**config.mk**
```make
export PLATFORM = sky130hd
export DESIGN_NAME = subtractor
export DESIGN_NICKNAME = d
export VERILOG_FILES = /design/src/rtl/subtractor.sv
export SDC_FILE = /design/constraint.sdc
export NUM_CORES = 1
export LEC_CHECK = 0
export ABC_AREA = 1
export CAP_MARGIN = 15
export CORE_UTILIZATION = 40
export DETAILED_ROUTE_END_ITERATION = 10
export DONT_BUFFER_PORTS = 1
export GPL_TIMING_DRIVEN = 0
export HOLD_SLACK_MARGIN = 0.1
export PLACE_DENSITY = 0.6
export REMOVE_ABC_BUFFERS = 1
export SLEW_MARGIN = 25
export SYNTH_ARGS = -nofsm -noshare
export SYNTH_HDL_FRONTEND = slang
export SYNTH_SLANG_ARGS = --single-unit
```
**constraint.sdc**
```tcl
create_clock -name clk -period 2.35 [get_ports clk]
set_clock_uncertainty 0.2 [all_clocks]
set_input_delay 0.47 -clock clk [delete_from_list [all_inputs] [get_ports clk]]
set_output_delay 0.47 -clock clk [all_outputs]
set_load 0.02 [all_outputs]
```
**src/rtl/subtractor.sv**
```systemverilog
// Bit-level full subtractor with a registered single-bit path and an LSB-first
// serial word subtractor that chains the borrow between consecutive valid bits.
module subtractor #(
    parameter int WIDTH = 8
) (
    input  logic             clk,
    input  logic             rst_n,
    input  logic             x,
    input  logic             y,
    input  logic             z,
    input  logic             in_valid,
    input  logic             ser_mode,
    output logic             diff,
    output logic             borrow,
    output logic             diff_q,
    output logic             borrow_q,
    output logic             out_valid,
    output logic [WIDTH-1:0] ser_result,
    output logic             ser_done
);

    localparam int CW = (WIDTH > 1) ? $clog2(WIDTH) : 1;
    localparam logic [CW-1:0] LAST_BIT = CW'(WIDTH - 1);

    logic [CW-1:0] bit_cnt;
    logic          ser_bor;
    logic          bin;
    logic          d_bit;
    logic          b_bit;
    logic          last_bit;

    // Raw full subtractor on the pins; never touched by clock, reset or mode.
    assign diff   = x ^ y ^ z;
    assign borrow = (~x & y) | (~x & z) | (y & z);

    // Bit 0 of a serial word (and every single-bit op) takes its borrow from z;
    // later serial bits take the borrow carried from the previous bit.
    assign bin      = (ser_mode && (bit_cnt != '0)) ? ser_bor : z;
    assign d_bit    = x ^ y ^ bin;
    assign b_bit    = (~x & y) | (~x & bin) | (y & bin);
    assign last_bit = (bit_cnt == LAST_BIT);

    // in_valid is a one-cycle qualifier with no backpressure: every cycle it is
    // high consumes one bit, and out_valid reports that bit's result one cycle later.
    always_ff @(posedge clk or negedge rst_n) begin
        if (!rst_n) begin
            diff_q     <= 1'b0;
            borrow_q   <= 1'b0;
            out_valid  <= 1'b0;
            ser_done   <= 1'b0;
            ser_bor    <= 1'b0;
            bit_cnt    <= '0;
            ser_result <= '0;
        end else if (in_valid) begin
            diff_q    <= d_bit;
            borrow_q  <= b_bit;
            out_valid <= 1'b1;
            if (ser_mode) begin
                ser_result <= {d_bit, ser_result[WIDTH-1:1]};
                if (last_bit) begin
                    bit_cnt  <= '0;
                    ser_bor  <= 1'b0;
                    ser_done <= 1'b1;
                end else begin
                    bit_cnt  <= bit_cnt + 1'b1;
                    ser_bor  <= b_bit;
                    ser_done <= 1'b0;
                end
            end else begin
                // A single-bit op abandons any partial serial word.
                bit_cnt  <= '0;
                ser_bor  <= 1'b0;
                ser_done <= 1'b0;
            end
        end else begin
            out_valid <= 1'b0;
            ser_done  <= 1'b0;
        end
    end

endmodule

```
==> results.yml, run 1 <==
floorplanning:
  fp.coreArea_sq_mm: 0.001727
  dieArea_sq_mm: 0.002034
  start_util_pct: 43.04
  die_y_um: 45.11
  io_pins: 21
  fp-row-count: 15
  fp.dieW_um: 45.11
setup_path:
  timing.rr.end: "diff_q$_DFFE_PN0P_"
  reg2reg_from: "bit_cnt[0]$_DFFE_PN0P_"
  worstSetupPathType: "reg2reg"
  required_ns: 2.36
  reg2regPathDepth: 9
  path_max_fanout: 3
  regToRegSetupSlack_ns: 0.50
  cp-start-kind: "flip-flop"
  worstSetupStartpoint: "bit_cnt[0]$_DFFE_PN0P_"
  end_kind: "flip-flop"
  critPathArrivalTime_ns: 1.87
synthesis:
  synth_area_sq_um: 743.2
  synth_seq_cells: 16
  syn_area_per_cell_sq_um: 9.910
  syn_inst: 75
  yosysWarnings: 0
  yosysUniqueCellTypes: 12
  ys_seq_area_share_pct: 53.87
timing:
  fmax_mhz: 539.3
  tightest_slew_ns: 0.7038
  hold_viol: 0
  setup_violations: 0
  setup_tns_ns: 0
  slew_viol_final: 0
  rsz0062_at_grt: "no"
  finalCriticalPeriod_ns: 1.854
  max_slew_margin_pct: 52.92
  setup_ws_ns: 0.4957
  post-route-period-util_pct: 78.91
drt:
  drt-wirelength-per-cell_um: 11.88
  via_per_inst: 4.635
  drtAntennaViolNets: 0
  drtIter0Drc: 10
  num_vias: 482
  routed_wl_mm: 1.236
  first_pass_iters: 4
  drc_errors: 0
place:
  placed_cells: 99
  place_hpwl_um: 898.7
  port-buffer-count: 0
  pre_cts_ws_ns: 0.5191
  place.gp.congestion: 0.6907
clocking:
  cts_sinks: 16
  post_cts_buffers: 0
  clkTransAtPathRegs_ns: 0.09
  cts-root-buf: "clkbuf_4"
  h-tree-depth: 1
  cts_max_path_buffers: 2
  clock_latency_ns: 0.29
  tritoncts: "yes"
  cts_made_buffers: 3
finish:
  diodes: 0
  multi_input_area_sq_um: 275.3
  seq_area_sq_um: 400.4
  final_nets: 93
  layout.cells.non_filler: 104
  drive_above_1_share_pct: 13.92
  area_delta_synth_final_pct: 8.418
  nFillCells: 180
global_routing:
  grt_pass1_vias: 487
  grt_pass1_wl_mm: 1.952
  grtUsageTotal_pct: 13.98
  antenna_found_initial: 0
  grt_overflow: 0
  grt_start_max_net_pins: 19
hold_path:
  worstHoldPathType: "in2reg"
  holdPathStages: 2
  whs_endpoint: "ser_result[0]$_DFFE_PN0P_"
  holdCritStartpoint: "ser_mode"
flow_run:
  maxCapViolCount: 0
outcome:
  status: "finished clean"
power_and_ir_drop:
  powerDensity_mw_per_mm2: 811.4
  pwr-share-seq_pct: 60.7
  power.internal_uw: 421.7
  power.share.clock_pct: 22.3
  vdd_drop_max_mv: 0.3816
  p_leak_nw: 0.4188
  power.share.switching_pct: 35.51
  switching_power_uw: 232.1
  power_frac_comb_pct: 17.0
worst max-delay path: stages (launching register included):
cell and delay, ns:
dfrtp_1 0.39, inv_1 0.07, ha_1 0.19, nand2_1 0.08, nand2_1 0.05, nand2_1 0.05, nand2_1 0.06, fa_1 0.49
inv_1 0.06, o21ai_0 0.14
worst max-delay path by stage:
stage	to	slack (ns)	cells after the start
3_5_place_dp	diff_q$_DFFE_PN0P_	0.52	9
4_1_cts	diff_q$_DFFE_PN0P_	0.48	9
2_1_floorplan	diff	0.60	2
3_3_place_gp	diff_q$_DFFE_PN0P_	0.51	9
5_1_grt	diff_q$_DFFE_PN0P_	0.38	9
6_report	diff_q$_DFFE_PN0P_	0.50	9
cell families after synthesis:
family                     after synthesis  synth area share, %
and+or+nand+nor                         25                14.31
buffers and inverters                   16                9.090
DFF                                     16                53.87
AOI/OAI and AO/OA                       13                12.29
adders and majority gates                5                10.44
power groups by stage:
stage                     clock, mW  sequential [mW]  combinational (mW)
final                         0.146            0.397               0.111
after global routing          0.161            0.402               0.129
after CTS                     0.149            0.398               0.113
after detailed placement          0            0.403               0.104
after global placement            0            0.402               0.100
after floorplan                   0            0.395              0.0888
metal layers:
| layer | vias to the layer above | track usage (%) | routed length, um |
|---|---|---|---|
| met1 | 225 | 18.18 | 566 |
| met2 | 16 | 22.03 | 577 |
| met5 | - | 0 | 0 |
| met4 | 0 | 7.273 | 24 |
| li1 | 238 | - | - |
| met3 | 3 | 2.800 | 67 |
cell type report:
| type | instances | share of cell area [%] |
|---|---|---|
| flip-flops and latches | 16 | 49.69 |
| multi-input cells | 43 | 34.16 |
| inverters | 15 | 6.988 |
| well taps | 25 | 3.882 |
| clock buffers | 3 | 2.795 |
| repair buffers | 2 | 2.484 |
cell usage in the layout, fill, tap and decap left out, types with 3 or more instances in the layout:
cell type	instances
nor2_1	4
clkbuf_4	3
inv_1	15
nand3_1	4
ha_1	3
dfrtp_1	16
a21oi_2	3
nand2_1	16
o21ai_0	6
o21ai_2	4
state kept, by name, summed over array words and instances, names as in the netlist:
signal      cells
ser_result      8
bit_cnt         3
borrow_q        1
diff_q          1
out_valid       1
ser_bor         1
ser_done        1
cells in the mapped netlist (all sizes together):
cell	n	area (sq um)
o21ai	10	65.06
nand2	17	71.32
fa	2	40.04
inv	15	56.30
a21oi	3	26.28
buf	1	11.26
dfrtp	16	400.4
nand3	4	20.02
ha	3	37.54
nor2	4	15.01
through the flow:
| step | cell area (sq um) | power [mW] | utilization, % | hold slack (ns) |
|---|---|---|---|---|
| 4_1_cts | 805.8 | 0.6600 | 46.67 | 0.1107 |
| 2_1_floorplan | 732.0 | 0.4834 | - | -0.02559 |
| 3_3_place_gp | 763.2 | 0.5018 | 44.20 | -0.02529 |
| 6_report | 805.8 | 0.6538 | 46.67 | 0.1131 |
| 3_5_place_dp | 763.2 | 0.5066 | 44.20 | -0.02528 |
| 5_1_grt | 805.8 | 0.6924 | 46.67 | 0.1050 |
what timing repair did:
item | 4_1_cts | 5_1_grt
hold endpoints to repair | 19 | 0
gates resized for setup | 0 | 0
hold buffers | 2 | 0
Note: power is estimated with default switching activity, not from simulation.
==> run 2, diff against run 1 <==
--- a/config.mk
+++ b/config.mk
@@ -12,7 +12,7 @@
 export DONT_BUFFER_PORTS = 1
 export GPL_TIMING_DRIVEN = 0
 export HOLD_SLACK_MARGIN = 0.1
-export PLACE_DENSITY = 0.6
+export PLACE_DENSITY = 0.62
 export REMOVE_ABC_BUFFERS = 1
 export SLEW_MARGIN = 25
 export SYNTH_ARGS = -nofsm -noshare
==> constraint.sdc (replaced) <==
create_clock -name clk -period 1.7 [get_ports clk]
set_clock_uncertainty 0.2 [all_clocks]
set_input_delay 0.34 -clock clk [delete_from_list [all_inputs] [get_ports clk]]
set_output_delay 0.34 -clock clk [all_outputs]
set_load 0.02 [all_outputs]
==> results.yml, run 2 (same netlist as run 1, synthesis figures left out) <==
flow_run:
  maxCapViolCount: 0
finish:
  layout.cells.non_filler: 116
  top_register: "ser_result"
  layout_common_cells: "dfrtp_1, nand2_1, inv_1"
  largest_register_ffs: 8
  diodes: 0
  area_delta_synth_final_pct: 26.43
  final_common_cell: "dfrtp_1"
  reg_top3: "ser_result (8), bit_cnt (3)"
  final_nets: 104
  drive_above_1_share_pct: 24.18
global_routing:
  grt_start_max_net_pins: 19
  grt_pass1_vias: 534
  grtUsageTotal_pct: 15.43
  antenna_found_initial: 0
  grt_overflow: 0
  grt_pass1_wl_mm: 2.173
power_and_ir_drop:
  switching_power_uw: 337.5
  pwr-share-seq_pct: 54.7
  powerDensity_mw_per_mm2: 1070
  power_frac_comb_pct: 20.8
  vdd_drop_max_mv: 0.5942
  power.share.clock_pct: 24.5
  totalPowerFinal_mw: 1.005
  power.internal_uw: 667.5
  p_leak_nw: 0.4666
  power.share.switching_pct: 33.58
setup_path:
  cp_num_cells: 9
  path_common_cell: "nand2_1"
  reg2regPathDepth: 9
  cp-start-kind: "flip-flop"
  worstSetupPathType: "reg2reg"
  max_stage_delay_ns: 0.53
  critPathTopFamily: "adder cells"
  endpoint: "diff_q$_DFFE_PN0P_"
  worstSetupStartpoint: "bit_cnt[0]$_DFFE_PN0P_"
  regToRegSetupSlack_ns: -0.03
  critPathArrivalTime_ns: 1.75
  crit_path_top_delay_cell: "fa_2"
  timing.rr.end: "diff_q$_DFFE_PN0P_"
  required_ns: 1.72
  end_kind: "flip-flop"
  cp_cell_sequence: "inv_2, ha_4, nand2_2, nand2_1, nand2_1, nand2_1, fa_2, inv_2, o21ai_1"
  path_buf_inv: 2
  reg2reg_from: "bit_cnt[0]$_DFFE_PN0P_"
  path_max_fanout: 2
drt:
  num_vias: 512
  dr_wl_met2_um: 661
  top_layer_used: "met4"
  drt-met1-wl_um: 678
  drtIter0Drc: 2
  drtAntennaViolNets: 0
  first_pass_iters: 2
  routed_wl_mm: 1.432
  via_per_inst: 4.414
  drt-wirelength-per-cell_um: 12.34
  drc_errors: 0
  wl_met3_um: 76
timing:
  fmax_mhz: 578.4
  setup_violations: 2
  setup_tns_ns: -0.05613
  tightest_slew_ns: 0.7428
  setup_ws_ns: -0.02901
  slew_viol_final: 0
  post-route-period-util_pct: 101.7
  rsz0062_at_grt: "yes"
  finalCriticalPeriod_ns: 1.729
  max_slew_margin_pct: 50.31
  hold_viol: 0
floorplanning:
  fp-row-count: 15
  fp.coreArea_sq_mm: 0.001727
  die_y_um: 45.11
  dieArea_sq_mm: 0.002034
  fp.dieW_um: 45.11
  io_pins: 21
  start_util_pct: 43.04
clocking:
  tritoncts: "yes"
  cts_made_buffers: 3
  clkTransAtPathRegs_ns: 0.09
  cts_sinks: 16
  h-tree-depth: 1
  clock_latency_ns: 0.29
  cts-root-buf: "clkbuf_4"
  cts_max_path_buffers: 2
outcome:
  status: "complete, but fails checks"
  violations: "negative setup slack"
place:
  pre_cts_ws_ns: -0.1368
  placed_cells: 99
  place.gp.congestion: 0.6351
  place_hpwl_um: 880.7
  port-buffer-count: 0
hold_path:
  worstHoldPathType: "in2reg"
run 2: cell count changes in the layout (fill, tap and decap cells not counted), sizes merged:
cell,previous run,this run
buf,0,3
clkbuf,3,4
dlygate4sd3,2,10
run 2: layout make-up:
class	count	area, sq um
fillers	170	787.0
flip-flops and latches	16	400.4
well taps	25	31.28
clock buffers	4	36.28
repair buffers	13	122.6
inverters	15	56.30
multi-input cells	43	292.8
run 2: repair_timing:
action                     4_1_cts  5_1_grt
hold buffers                     9        2
pin swaps                        5        3
hold endpoints to repair        23        1
setup buffers                    2        1
resized for setup                7        3
setup endpoints to repair        3        5
run 2: stage by stage:
stage	util (%)	area [sq um]	hold WS, ns
2_1_floorplan	-	732.0	-0.1556
3_3_place_gp	44.20	763.2	-0.1551
3_5_place_dp	44.20	763.2	-0.1551
4_1_cts	53.26	919.6	0.1035
5_1_grt	54.42	939.7	0.1312
6_report	54.42	939.7	0.1112
run 2: worst min-delay path by stage:
stage | startpoint | endpoint | slack (ns) | cells after the start
2_1_floorplan | rst_n | bit_cnt[0]$_DFFE_PN0P_ | -0.16 | 0
3_3_place_gp | rst_n | bit_cnt[2]$_DFFE_PN0P_ | -0.16 | 0
3_5_place_dp | rst_n | borrow_q$_DFFE_PN0P_ | -0.16 | 0
4_1_cts | ser_mode | ser_done$_DFF_PN0_ | 0.10 | 2
5_1_grt | ser_mode | ser_done$_DFF_PN0_ | 0.13 | 2
6_report | ser_mode | ser_done$_DFF_PN0_ | 0.11 | 2
run 2: layer usage:
metal  vias up  global-route usage [%]
li1        261                       -
met1       233                   18.16
met2        16                   25.80
met3         2                   3.200
met4         0                   9.091
met5         -                       0
run 2: power groups by stage:
stage / registers [mW] / clock network, mW / logic [mW]
5_1_grt: 0.558 / 0.273 / 0.238
6_report: 0.550 / 0.247 / 0.209
4_1_cts: 0.550 / 0.258 / 0.201
3_5_place_dp: 0.558 / 0 / 0.145
2_1_floorplan: 0.546 / 0 / 0.123
3_3_place_gp: 0.556 / 0 / 0.138
run 2: worst reg2reg max path, delay by kind of cell, from the launching register on:
kind,cells,cell delay (ns)
AO/OA/AOI/OAI,1,0.10
adder cells (fa/ha/maj),2,0.68
buffers and inverters,2,0.11
flip-flops,1,0.37
AND/OR/NAND/NOR,4,0.22
